[config.mk]
export PLATFORM = sky130hd
export DESIGN_NAME = rom1p1r_128x64_arb
export DESIGN_NICKNAME = d
export VERILOG_FILES = /design/src/rtl/rom1p1r_128x64_arb.sv
export SDC_FILE = /design/constraint.sdc
export NUM_CORES = 1
export LEC_CHECK = 0
export BUFFER_PORTS_ARGS = -buffer_cell sky130_fd_sc_hd__buf_4
export CAP_MARGIN = 5
export CELL_PAD_IN_SITES_DETAIL_PLACEMENT = 1
export CELL_PAD_IN_SITES_GLOBAL_PLACEMENT = 1
export CORE_MARGIN = 5
export CORE_UTILIZATION = 40
export CTS_CLUSTER_DIAMETER = 150
export DETAILED_ROUTE_END_ITERATION = 8
export PLACE_DENSITY = 0.81
export SYNTH_ARGS = -nofsm -noshare
export SYNTH_HDL_FRONTEND = slang
export SYNTH_SLANG_ARGS = --single-unit
[constraint.sdc]
create_clock -name clk -period 4.5 [get_ports clk]
set_clock_uncertainty 0.15 [all_clocks]
set_input_delay 0 -clock clk [delete_from_list [all_inputs] [get_ports clk]]
set_output_delay 0 -clock clk [all_outputs]
set_load 0.005 [all_outputs]
[src/rtl/rom1p1r_128x64_arb.sv]
// ---------------------------------------------------------------------------
// rom1p1r_128x64_arb
//
// Arbiter and sequencer that shares one 128x64 single-port synchronous ROM
// macro between two requesters: port 0 (fetch side) and port 1 (data side).
// Each port hands over a word address on a valid/ready handshake. The block
// issues at most one ROM read per cycle and captures the returned word into a
// per-port hold register. The word stays there until that port's consumer
// accepts it.
//
// Each port runs a three-state sequence:
//   IDLE -> WAIT   read issued this cycle, ROM data arrives next cycle
//   WAIT -> HOLD   word captured, response presented to the consumer
//   HOLD -> IDLE   consumer popped the word and no new read was granted
//   HOLD -> WAIT   consumer popped the word and a new read was granted
//                  in the same cycle (pop-and-reissue)
//
// Parameters
//   RR          1: round-robin between contending ports
//               0: fixed priority, port 0 always wins
//
// Ports
//   clk         single clock for this block and the ROM macro
//   reset_n     asynchronous active-low reset
//   req0_valid  port 0 read request
//   req0_ready  port 0 request accepted this cycle (combinational)
//   req0_addr   port 0 word address
//   rsp0_valid  port 0 response word valid
//   rsp0_data   port 0 response word
//   rsp0_ready  port 0 consumer accepts the response
//   req1_* / rsp1_*  same as port 0, for port 1
//   rom_ceb     ROM chip enable, active-low (macro CEB)
//   rom_a       ROM word address (macro A)
//   rom_q       ROM read data (macro Q), valid the cycle after CEB=0
// ---------------------------------------------------------------------------
module rom1p1r_128x64_arb #(
   parameter bit RR = 1'b1
) (
   input  logic        clk,
   input  logic        reset_n,

   input  logic        req0_valid,
   output logic        req0_ready,
   input  logic [6:0]  req0_addr,
   output logic        rsp0_valid,
   output logic [63:0] rsp0_data,
   input  logic        rsp0_ready,

   input  logic        req1_valid,
   output logic        req1_ready,
   input  logic [6:0]  req1_addr,
   output logic        rsp1_valid,
   output logic [63:0] rsp1_data,
   input  logic        rsp1_ready,

   output logic        rom_ceb,
   output logic [6:0]  rom_a,
   input  logic [63:0] rom_q
);

   typedef enum logic [1:0] {
      ST_IDLE = 2'd0,
      ST_WAIT = 2'd1,
      ST_HOLD = 2'd2
   } port_state_e;

   // Per-port sequencing state and hold registers.
   port_state_e state0_q, state0_d;
   port_state_e state1_q, state1_d;
   logic [63:0] hold0_q, hold0_d;
   logic [63:0] hold1_q, hold1_d;

   // Port that won the most recent issue: 0 or 1. Reset to 1 so that the
   // first contention after reset goes to port 0.
   logic        last_grant_q, last_grant_d;
   // Port whose read is in flight in the ROM; steers the captured rom_q.
   logic        issue_port_q, issue_port_d;

   logic        eligible0, eligible1;
   logic        want0, want1;
   logic        pick1;
   logic        grant0, grant1;
   logic        issue;

   // Next state of one port's sequence, given whether it was granted a new
   // read and whether its consumer is popping the held word this cycle.
   function automatic port_state_e next_state(
      input port_state_e cur,
      input logic        grant,
      input logic        pop
   );
      port_state_e nxt;
      nxt = cur;
      unique case (cur)
         ST_IDLE: nxt = grant ? ST_WAIT : ST_IDLE;
         ST_WAIT: nxt = ST_HOLD;
         ST_HOLD: begin
            if (pop) nxt = grant ? ST_WAIT : ST_IDLE;
            else     nxt = ST_HOLD;
         end
         default: nxt = ST_IDLE;
      endcase
      return nxt;
   endfunction

   // ------------------------------------------------------------------------
   // Arbitration and issue
   // ------------------------------------------------------------------------
   always_comb begin
      // NOTE: every signal assigned in this block gets a value on every path
      // (defaults first), so no latch is inferred.
      eligible0 = 1'b0;
      eligible1 = 1'b0;
      want0     = 1'b0;
      want1     = 1'b0;
      pick1     = 1'b0;
      grant0    = 1'b0;
      grant1    = 1'b0;

      // A port may take a new request when nothing is outstanding, or when
      // its held word is being popped in this very cycle.
      eligible0 = (state0_q == ST_IDLE) | ((state0_q == ST_HOLD) & rsp0_ready);
      eligible1 = (state1_q == ST_IDLE) | ((state1_q == ST_HOLD) & rsp1_ready);

      want0 = req0_valid & eligible0;
      want1 = req1_valid & eligible1;

      // Contention winner: round-robin hands it to the port that did not win
      // last; fixed priority always favours port 0.
      pick1 = RR ? ~last_grant_q : 1'b0;

      // reset_n is folded in so that no request is accepted and the ROM is
      // never enabled while reset is held, even though the arbiter inputs
      // are combinational from the request ports.
      grant0 = want0 & (~want1 | ~pick1) & reset_n;
      grant1 = want1 & (~want0 |  pick1) & reset_n;
   end

   assign issue      = grant0 | grant1;
   assign req0_ready = grant0;
   assign req1_ready = grant1;
   assign rom_ceb    = ~issue;
   assign rom_a      = grant1 ? req1_addr : req0_addr;

   // ------------------------------------------------------------------------
   // Next-state logic
   // ------------------------------------------------------------------------
   always_comb begin
      state0_d     = next_state(state0_q, grant0, rsp0_ready);
      state1_d     = next_state(state1_q, grant1, rsp1_ready);

      last_grant_d = issue ? grant1 : last_grant_q;
      issue_port_d = issue ? grant1 : issue_port_q;

      // The hold register only changes when the ROM word for that port
      // arrives. On pop-and-reissue the old word is left in place until the
      // new one is captured a cycle later.
      hold0_d = hold0_q;
      hold1_d = hold1_q;
      if ((state0_q == ST_WAIT) && (issue_port_q == 1'b0)) hold0_d = rom_q;
      if ((state1_q == ST_WAIT) && (issue_port_q == 1'b1)) hold1_d = rom_q;
   end

   // ------------------------------------------------------------------------
   // State registers
   // ------------------------------------------------------------------------
   // Asynchronous reset drops any in-flight read and any held response at
   // once; the response data registers are cleared along with the state.
   always_ff @(posedge clk or negedge reset_n) begin
      if (!reset_n) begin
         state0_q     <= ST_IDLE;
         state1_q     <= ST_IDLE;
         hold0_q      <= '0;
         hold1_q      <= '0;
         last_grant_q <= 1'b1;
         issue_port_q <= 1'b0;
      end else begin
         // NOTE: non-blocking assignments so every register samples the
         // pre-edge values of its inputs, independent of statement order.
         state0_q     <= state0_d;
         state1_q     <= state1_d;
         hold0_q      <= hold0_d;
         hold1_q      <= hold1_d;
         last_grant_q <= last_grant_d;
         issue_port_q <= issue_port_d;
      end
   end

   // Responses come straight from registers; rom_q never reaches an output
   // except through a hold register.
   assign rsp0_valid = (state0_q == ST_HOLD);
   assign rsp1_valid = (state1_q == ST_HOLD);
   assign rsp0_data  = hold0_q;
   assign rsp1_data  = hold1_q;

endmodule

---- After elaboration in Yosys (flattened, before gate mapping) ----
Cells that the tools add are included.
word-level totals
  input bits .............................. 84
  bits in registers ....................... 134
  output and inout port bits .............. 140
  logic and storage cells ................. 39
cells by class
  bitwise gates (word level) .............. 18
  multiplexer cells ....................... 7
  equality and inequality tests ........... 4
  reduce and logical (&&, ||, !) cells .... 4
operators with widths
  kind                  count
  $pmux W2 S3           2
  $and A1 B1 Y1         8
  $mux W7               1
  $not A1 Y1            5
  $or A1 B1 Y1          5
  $eq A2 B1 Y1 const B  2
  $eq A2 B2 Y1 const B  2
  $logic_not A2 Y1      2
  $mux W2               2
  $logic_and A1 B1 Y1   2
  $mux W1               2

---- Longest topological paths before layout ----
Gate-level depths: netlist (run 1).
  word-level depth ........................ 11
  depth in mapped cells ................... 5
  mapped depth without buffers ............ 4

---- Least setup slack after synthesis (run 1) ----
Ideal clock, no wire load.
  path kind ............................... register to register
  start ................................... reg state0_q[1]
  end ..................................... reg hold0_q[0] (netlist: rsp0_data[0])
  stages on the path, launching flop included .. 5
  setup slack ............................. 2.816 ns
  data required time ...................... 4.225 ns
  path buffers ............................ 1
  arrival time ............................ 1.409 ns
  setup time .............................. 0.125 ns
  cells stage by stage .................... dfrtp_1 nand2b_1 nor2_2 buf_6 mux2_2
between the ends
  word-level cells in the longest chain between the ends .. 2
RTL lines
  what                    RTL line  source
  start, declared         68        port_state_e state0_q, state0_d;
  start signal, assigned  180       state0_q <= state0_d;
  $eq A2 B1 Y1            160       if ((state0_q == ST_WAIT) && (issue_port_q == 1'b0)) hold0_d = rom_q;
  $logic_and A1 B1 Y1     160
  end signal, assigned    182       hold0_q <= hold0_d;
  end, declared           70        logic [63:0] hold0_q, hold0_d;
Every way passes these cells.
A chain may end at the register's enable or synchronous reset.

---- Final worst setup path (run 1) ----
  start ................................... reg state0_q[1]
  end ..................................... reg hold0_q[51] (netlist: rsp0_data[51])
The elaborated chain is that of the path after synthesis.

==> metrics, run 1 <==
R2R cell count=4; Cell Pwr Density=665 mW/mm^2; CP max FO=33; status=finished clean; Worst-Skew Late Latency=approximately 0.41 ns; Final Wtd Congestion=between 0.7 and 0.8; critical path type=flop to flop; DR pass1 iterations=4; Worst Setup End Kind=flop; area share of the largest cell type after synthesis=between 60 and 70%; post-cts sizing count=0; 1st-iter DRT viols=130; Nets=just under 700; Simple-Gate Fraction of Synth Area=between 2 and 2.5%; synth warn=0; final hold slack=0.0566 ns; Gate power share=35.2%; Worst Hold Class=input pin to asynchronous set/reset pin; RSZ-0062 raised after global routing=false; Wirelength per Cell=20.6 um; Synth cell types=19; sequential power share=39.8%; CTS Sinks=roughly 130; TNS Setup=0 ns; P_int=roughly 3900 uW; number of buffers created by CTS=17; final setup fails=0; Synth Net Count=approximately 390; vias in the first global route=4524; DRC=0; CTS Buffer Depth=2; largest family of logic cells by synthesized area=multiplexers; required time of the critical path=around 4.6 ns; mux contribution to synthesized area=slightly below 30%; CP Launch Type=flop; final setup margin=just under 2 ns; share of cells above drive strength 1=a little under two thirds; post-synthesis cell area=roughly 0.0052 mm^2; first-pass GRT wire length=25500 um; IO Port Bufs=approximately 220; Core Box Area=between 0.01 and 0.015 mm^2; Via density=roughly 4.8; dpl ws=a little under 2 ns; max frequency=around 0.39 GHz; cell taking the most area after synthesis=dfrtp_1; Final Hold Viols=0; switching power=1590 uW; pin count of the biggest net entering global routing=between 70 and 80; XOR/XNOR Fraction of Synth Area=0%; GR peak layer=met2; P&R area growth vs syn=58.8%; clock power share=about a quarter; Via Count=about 3800; Worst VDD drop=around 350 uV; arrival time at the worst endpoint=roughly 2.7 ns; die area=between 0.015 and 0.02 mm^2; Slew Limit Fails=0; Final ANT Viol Nets=0; Compound-Gate Fraction of Synth Area=less than 1%; initial core utilization=40.9%; Top Ports=between 200 and 250; post-synthesis sequential area ratio=64.7%; Die Ht=approximately 120 um; final wirelength=between 15000 and 20000 um; Clk pin slew, worst setup/hold paths=about 0.060 ns; Root Buffer=clkbuf_16; Max-slew headroom=21.9%; Static Leak=approximately 0.0039 uW; routing usage on met3=under 10%; met2 Track Usage GR=41.7%; max cap viols=0; synthesized netlist cell count=roughly 300; HPWL Detailed=10500 um; fin crit share=between 50 and 60%; grt total ovfl=0; top post-synthesis cells by area=dfrtp_1, mux2_2, buf_6, dfstp_2, nand2b_1; post-synthesis register bit count=around 130; num rows=41; Synth Area in Adders=0%; met1 GRT Util=~23%; die width=124 um; H-tree depth reported by CTS=4; sw frac=just under 30%; antenna violations before repair=1; post-synthesis area per instance=about 17 um^2; Tot GR Track Use=22.2%; clock period minus final worst setup slack=between 2 and 3 ns; Worst Tran Pin Value=about 1.2 ns; CTS tree=yes
==> what timing repair did <==
action                    4_1_cts  5_1_grt
buffers inserted                0        0
hold buffers                   69        0
hold endpoints to repair      189        0
==> power by group through the flow <==
stage | Clock, uW | Combinational (uW) | Sequential, uW
2_1_floorplan | 0 | 613 | 2140
3_3_place_gp | 0 | 1780 | 2130
3_5_place_dp | 0 | 1860 | 2160
4_1_cts | 1390 | 1920 | 2160
5_1_grt | 1460 | 2080 | 2250
6_report | 1370 | 1920 | 2180
==> routing by layer <==
layer | wire (um) | share of wire, % | vias up
met1 | 5670 | 35 | 1905
met2 | 9120 | 56 | 154
met5 | 0 | 0 | -
li1 | - | - | 1691
met3 | 1220 | 7.4 | 26
met4 | 373 | 2.3 | 0
==> synthesized netlist by cell type (all sizes together) <==
| master | instances |
|---|---|
| mux2 | 135 |
| dfrtp | 133 |
| buf | 14 |
| inv | 5 |
| nand2b | 4 |
| nor2b | 3 |
| and3 | 2 |
| o21ai | 2 |
| a21o | 1 |
| a21oi | 1 |
| and2 | 1 |
| dfstp | 1 |
| mux2i | 1 |
| nand4bb | 1 |
| nor2 | 1 |
| nor3b | 1 |
| or2 | 1 |
| or4b | 1 |
==> worst max-delay path: stages (launching register included) <==
cell      delay [ns]
dfrtp_1         0.39
nand2b_1        0.20
nor2_4          0.73
buf_4           0.55
mux2_2          0.40
==> flip-flops by register name (all words and copies together) (netlist names) <==
| register | count |
|---|---|
| rsp0_data | 64 |
| rsp1_data | 64 |
| state0_q | 2 |
| state1_q | 2 |
| issue_port_q | 1 |
| last_grant_q | 1 |
==> logic make-up (layout without fill, tap and decap cells) <==
logic type             count (synthesis)  count (layout)
other                                  0               1
multiplexers                         136             136
buffers and inverters                 19             332
AND/OR/NAND/NOR                       15              15
flip-flops                           134             134
AO/OA/AOI/OAI                          4               4
==> placed cells by master, fill, tap and decap left out, types with 3 or more instances in the layout <==
master	n
buf_4	226
mux2_2	135
dfrtp_1	133
dlygate4sd3_1	69
clkbuf_16	17
inv_1	5
nand2b_1	4
clkinv_4	4
clkinvlp_4	4
nor2b_1	3
==> through the flow <==
stage	power (uW)	area, um^2	util (%)	std cells
after floorplan	2760	5180	-	308
after global placement	3900	6950	54.8	692
after detailed placement	4020	6950	54.8	692
after CTS	5470	8230	64.9	793
after global routing	5790	8230	65.0	794
final	5470	8230	65.0	794
==> layout make-up <==
cell class | instances | area [um^2]
antenna | 1 | 2.50
clock buffer | 18 | 439
clock inverter | 14 | 153
fill | 1203 | 4440
inverter | 5 | 18.8
multi-input combinational | 155 | 1660
sequential | 134 | 3350
tap | 172 | 215
timing repair buffer | 295 | 2390
==> worst paths after layout <==
check,start,to,slack [ns]
worst min-delay path,reset_n,rsp1_data[34],0.06
max in group asynchronous,reset_n,rsp0_data[7],2.71
worst min register to register,last_grant_q,last_grant_q,0.34
worst max-delay path,state0_q[1],rsp0_data[51],1.95
worst max register to register,state0_q[1],rsp0_data[51],1.95
min in group clk,req1_addr[3],rom_a[3],0.15
Note: power is estimated with default switching activity, not from simulation.
==> inputs of run 2 (changes only) <==
- CORE_UTILIZATION: 40 -> 38
- PLACE_DENSITY: 0.81 -> 0.77
- clock period: 4.5 -> 2.5 ns (I/O delays scaled with it)
==> run 2 against run 1 <==
Worst hold slack improved by 0.092 ns. Flip-flop and latch count did not move. Utilization fell by 3.4 points. Clock-buffer cell count rose by 6. Design area fell by 0.50%. Combinational power rose by 79%. Critical path depth rose by 3. Routed wire length fell by 6.0%. Sequential share of layout area rose by 0.21 points. Clock power rose by 53%.
==> metrics, run 2 (same netlist as run 1, synthesis figures left out) <==
Static Leak=0.00388 uW (was 0.00389 uW); dpl cell area=0.00699 mm^2 (was 0.00695 mm^2); DRC=0 (unchanged); Via density=4.72 (was 4.76); Final Power=9410 uW (was 5470 uW); final instance area=0.00819 mm^2 (was 0.00823 mm^2); Wirelength per Cell=19.3 um (was 20.6 um); share of cells above drive strength 1=62.8% (was 63.8%); status=finished clean (unchanged); Nets=697 (was 692); max frequency=roughly 0.43 GHz; CTS Sinks=134 (unchanged); arrival time at the worst endpoint=2.19 ns (was 2.69 ns); critical path type=input pin to primary output (was flop to flop); most common cell after layout, fill and taps aside=buf_4 (unchanged); cell family with most CP delay=buffers and inverters (was simple AND/OR/NAND/NOR gates); 1st-iter DRT viols=118 (was 130); most frequent cells in the layout=buf_4, mux2_2, dfrtp_1 (unchanged); Worst Hold Class=input pin to primary output (was input pin to asynchronous set/reset pin); Top Ports=224 (unchanged); crit-path max cell delay=0.56 ns (was 0.73 ns); Final ANT Viol Nets=0 (unchanged); Max-slew headroom=36.9% (was 21.9%); Worst VDD drop=565 uV (was 354 uV); Slowest-stage cell, CP=dlygate4sd3_1 (was nor2_4); # diodes=0 (was 1); CTS Buffer Depth=2 (unchanged); initial core utilization=39.0% (was 40.9%); Core Box Area=0.0133 mm^2 (was 0.0127 mm^2); CP max FO=9 (was 33); Tot GR Track Use=19.8% (was 22.2%); Non-Filler Instances=800 (was 794); Final Wtd Congestion=0.729 (was 0.752); Final Hold Viols=0 (unchanged); Worst Setup End Kind=primary output (was flop); Cell Pwr Density=1150 mW/mm^2 (was 665 mW/mm^2); WP buf/inv=4 (was 1); number of buffers created by CTS=17 (unchanged); Post-CTS Setup Repair Bufs=0 (unchanged); die area=0.0161 mm^2 (was 0.0153 mm^2); grt total ovfl=0 (unchanged); H-tree depth reported by CTS=4 (unchanged); CP Launch Type=input pin (was flop); Critical Path, Cell by Cell=dlygate4sd3_1, dlygate4sd3_1, buf_4, nand4bb_1, a21o_2, mux2_2, buf_4 (was nand2b_1, nor2_4, buf_4, mux2_2); P&R area growth vs syn=58.0% (was 58.8%); vias in the first global route=4497 (was 4524); HPWL Detailed=9980 um (was 10500 um); pin count of the biggest net entering global routing=62 (was 79); max cap viols=0 (unchanged); first-pass GRT wire length=24800 um (was 25500 um); Finished Core Util=61.6% (was 65.0%); required time of the critical path=2.35 ns (was 4.64 ns); DR pass1 iterations=4 (unchanged); final wirelength=15400 um (was 16400 um); die width=127 um (was 124 um); Slew Limit Fails=0 (unchanged); Worst-Skew Late Latency=0.41 ns (about the same); num rows=42 (was 41); RSZ-0062 raised after global routing=false (unchanged); fin crit share=between 90% and 100%; Die Ht=127 um (was 124 um); TNS Setup=0 ns (unchanged); IO Port Bufs=223 (unchanged); clock period minus final worst setup slack=about 2.3 ns; Worst Tran Pin Value=0.944 ns (was 1.17 ns); CTS tree=yes (unchanged); Via Count=3779 (was 3776); Cells after DPL=699 (was 692); final setup fails=0 (unchanged); antenna violations before repair=0 (was 1); Root Buffer=clkbuf_16 (unchanged)
[run 2: cell count changes in the layout (fill, tap and decap cells not counted), sizes merged]
cell         before  now
dlygate4sd3      69   71
buf             226  229
clkinvlp          4    0
clkbuf           18   24
bufinv            2    0
inv               7    5
diode             1    0
[run 2: timing repair]
item,4_1_cts,5_1_grt
resized for setup,0,1
hold buffers,71,0
endpoints found under the setup margin,0,7
hold endpoints to repair,267,0
[run 2: cell type report]
class	count	area, um^2
clock buffers	24	462
clock inverters	6	30.0
fillers	1296	5100
inverters	5	18.8
multi-input cells	155	1660
flip-flops and latches	134	3350
well taps	176	220
repair buffers	300	2440
[run 2: layer usage]
| metal | part of all wire (%) | track usage, % |
|---|---|---|
| met4 | 1.8 | 6.31 |
| met1 | 36 | 21.1 |
| met5 | 0 | 0 |
| met2 | 54 | 35.8 |
| met3 | 8.5 | 7.69 |
[run 2: path summary, 6_finish.rpt]
check                             start             to  depth (start not counted)  slack [ns]
max                             reset_n       rom_a[4]                          7        0.16
min in group asynchronous       reset_n   last_grant_q                          3        0.55
min reg2reg                last_grant_q   last_grant_q                          1        0.35
min                        req1_addr[5]       rom_a[5]                          3        0.15
max reg2reg                 state1_q[1]  rsp1_data[40]                          4        0.75
max in group asynchronous       reset_n   rsp0_data[1]                          4        0.30
[run 2: tightest hold or removal path, cell delays in order]
cell    delay [ns]
buf_4         0.07
mux2_2        0.13
buf_4         0.10
[run 2: through the flow]
step                      setup slack (ns)  hold WS (ns)
after floorplan                      0.816        -0.446
after global placement               0.716        -0.234
after detailed placement             0.626        -0.229
after CTS                           0.0948         0.150
after global routing                0.0501         0.156
final                                0.160         0.148
[run 2: report_power, final]
group	switching [uW]	internal (uW)	leakage [uW]
registers	624	3250	0.00159
logic	1190	2250	0.00205
clock network	829	1270	0.000247
==> inputs of run 3 (changes only) <==
- BUFFER_PORTS_ARGS: -buffer_cell sky130_fd_sc_hd__buf_4 -> not set
- CORE_UTILIZATION: 38 -> 45
- DONT_BUFFER_PORTS: not set -> 1
- PLACE_DENSITY: 0.77 -> 0.69
==> run 3 against run 2 <==
The flow now finishes with violations (negative hold slack). Largest cell class unchanged. Design area shrank 18%. Critical path type is now flop to flop. Clock power grew 23%. Sequential power grew 8.8%. Non-clock buffer count shrank 209. Flip-flop and latch count is the same. Sequential share of layout area grew 8.8 points.
==> metrics, run 3 (same netlist as run 1, synthesis figures left out) <==
status=complete, but fails checks (was finished clean); failing checks=negative hold slack; Via Count=2976 (was 3779); Clk pin slew, worst setup/hold paths=0.06 ns; clock period minus final worst setup slack=2.31 ns (was 2.34 ns); CTS Buffer Depth=2 (unchanged); FF-to-FF setup slack=0.19 ns (was 0.75 ns); final wirelength=12800 um (was 15400 um); TNS Setup=0 ns (unchanged); fin crit share=92.5% (was 93.6%); Worst path most repeated cell=dlygate4sd3_1; Nets=488 (was 697); vias in the first global route=3487 (was 4497); Max-slew headroom=42.3% (was 36.9%); final instance area=0.00674 mm^2 (was 0.00819 mm^2); first-pass GRT wire length=20500 um (was 24800 um); Worst Tran Pin Value=0.865 ns (was 0.944 ns); antenna violations before repair=0 (unchanged); H-tree depth reported by CTS=4 (unchanged); max frequency=0.433 GHz (was 0.427 GHz); share of cells above drive strength 1=41.2% (was 62.8%); Via density=5.31 (was 4.72); Static Leak=0.00292 uW (was 0.00388 uW); Die Ht=117 um (was 127 um); CP Launch Type=flop (was input pin); IO Port Bufs=0 (was 223); grt total ovfl=0 (unchanged); crit-path max cell delay=0.60 ns (was 0.56 ns); Worst Hold Class=input pin to asynchronous set/reset pin (was input pin to primary output); initial core utilization=45.6% (was 39.0%); HPWL Detailed=7470 um (was 9980 um); most common cell after layout, fill and taps aside=mux2_2 (was buf_4); arrival time at the worst endpoint=2.50 ns (was 2.19 ns); Core Box Area=0.0114 mm^2 (was 0.0133 mm^2); Worst Setup End Kind=flop (was primary output); CTS tree=yes (unchanged); Finished Core Util=59.3% (was 61.6%); Final Wtd Congestion=0.686 (was 0.729); pin count of the biggest net entering global routing=139 (was 62); final setup fails=0 (unchanged); CTS Sinks=134 (unchanged); Tot GR Track Use=18.8% (was 19.8%); Final Hold Viols=134 (was 0); Top Ports=224 (unchanged); critical path type=flop to flop (was input pin to primary output); Final ANT Viol Nets=0 (unchanged); most frequent cells in the layout=mux2_2, dfrtp_1, dlygate4sd3_1 (was buf_4, mux2_2, dfrtp_1); RSZ-0062 raised after global routing=false (unchanged); Slowest-stage cell, CP=dlygate4sd3_1 (unchanged); Root Buffer=clkbuf_16 (unchanged); Cell Pwr Density=1210 mW/mm^2 (was 1150 mW/mm^2); max cap viols=0 (unchanged); num rows=39 (was 42); Wirelength per Cell=22.9 um (was 19.3 um); number of buffers created by CTS=17 (unchanged); Worst-Skew Late Latency=0.40 ns (was 0.41 ns); final hold slack=-0.867 ns (was 0.148 ns); die width=117 um (was 127 um); DR pass1 iterations=4 (unchanged); CP max FO=4 (was 9); required time of the critical path=2.69 ns (was 2.35 ns); Critical Path, Cell by Cell=nor2b_1, nand4bb_1, dlygate4sd3_1, a21oi_1, dlygate4sd3_1 (was dlygate4sd3_1, dlygate4sd3_1, buf_4, nand4bb_1, a21o_2, mux2_2, buf_4); # diodes=0 (unchanged); Worst VDD drop=771 uV (was 565 uV); Slew Limit Fails=0 (unchanged); dpl cell area=0.00524 mm^2 (was 0.00699 mm^2); 1st-iter DRT viols=147 (was 118); die area=0.0138 mm^2 (was 0.0161 mm^2); DRC=0 (unchanged); P&R area growth vs syn=30.0% (was 58.0%)
-- run 3: cell type report --
cell class	instances	area, um^2
well taps	143	179
fillers	1018	4630
flip-flops and latches	134	3350
repair buffers	91	901
inverters	5	18.8
clock buffers	23	468
multi-input cells	155	1670
clock inverters	9	149
-- run 3: worst max-delay path: cells and delay by family, from the launching register on --
kind	cells	cell delay, ns
AO/OA/AOI/OAI	1	0.14
flip-flops	1	0.39
buffers and inverters	2	1.15
AND/OR/NAND/NOR	2	0.41
-- run 3: path summary, 6_finish.rpt --
| kind | to | start | cells past startpoint |
|---|---|---|---|
| max reg2reg | issue_port_q | state1_q[1] | 5 |
| min reg2reg | last_grant_q | last_grant_q | 1 |
| min | rsp0_data[32] | reset_n | 0 |
| max | issue_port_q | state1_q[1] | 5 |
| max in group asynchronous | last_grant_q | reset_n | 0 |
| min in group clk | state1_q[0] | reset_n | 3 |
-- run 3: routing by layer --
layer / vias up / routed length, um / track usage, %
li1: 1280 / - / -
met1: 1525 / 4690 / 20.7
met2: 161 / 6450 / 30.7
met3: 10 / 1530 / 11.1
met4: 0 / 125 / 5.66
met5: - / 0 / 0
-- run 3: repair_timing --
action,CTS,global route
setup buffers,0,1
endpoints found under the hold margin,275,135
setup endpoints to repair,0,1
hold buffers,87,1
gates resized for setup,0,2
-- run 3: stage by stage --
| step | hold WS [ns] | setup WS [ns] | power (uW) | instances |
|---|---|---|---|---|
| 5_1_grt | -0.894 | 0.0724 | 8610 | 560 |
| 6_report | -0.867 | 0.188 | 8160 | 560 |
| 4_1_cts | -0.884 | 0.0549 | 8200 | 559 |
| 2_1_floorplan | -0.446 | 0.816 | 4960 | 308 |
| 3_5_place_dp | -0.441 | 0.502 | 5430 | 440 |
| 3_3_place_gp | -0.441 | 0.542 | 5340 | 440 |
-- run 3: report_power, final --
group	internal (uW)	switching, uW	leakage [uW]
registers	3250	959	0.00159
logic	940	422	0.00103
clock network	1720	874	0.000305
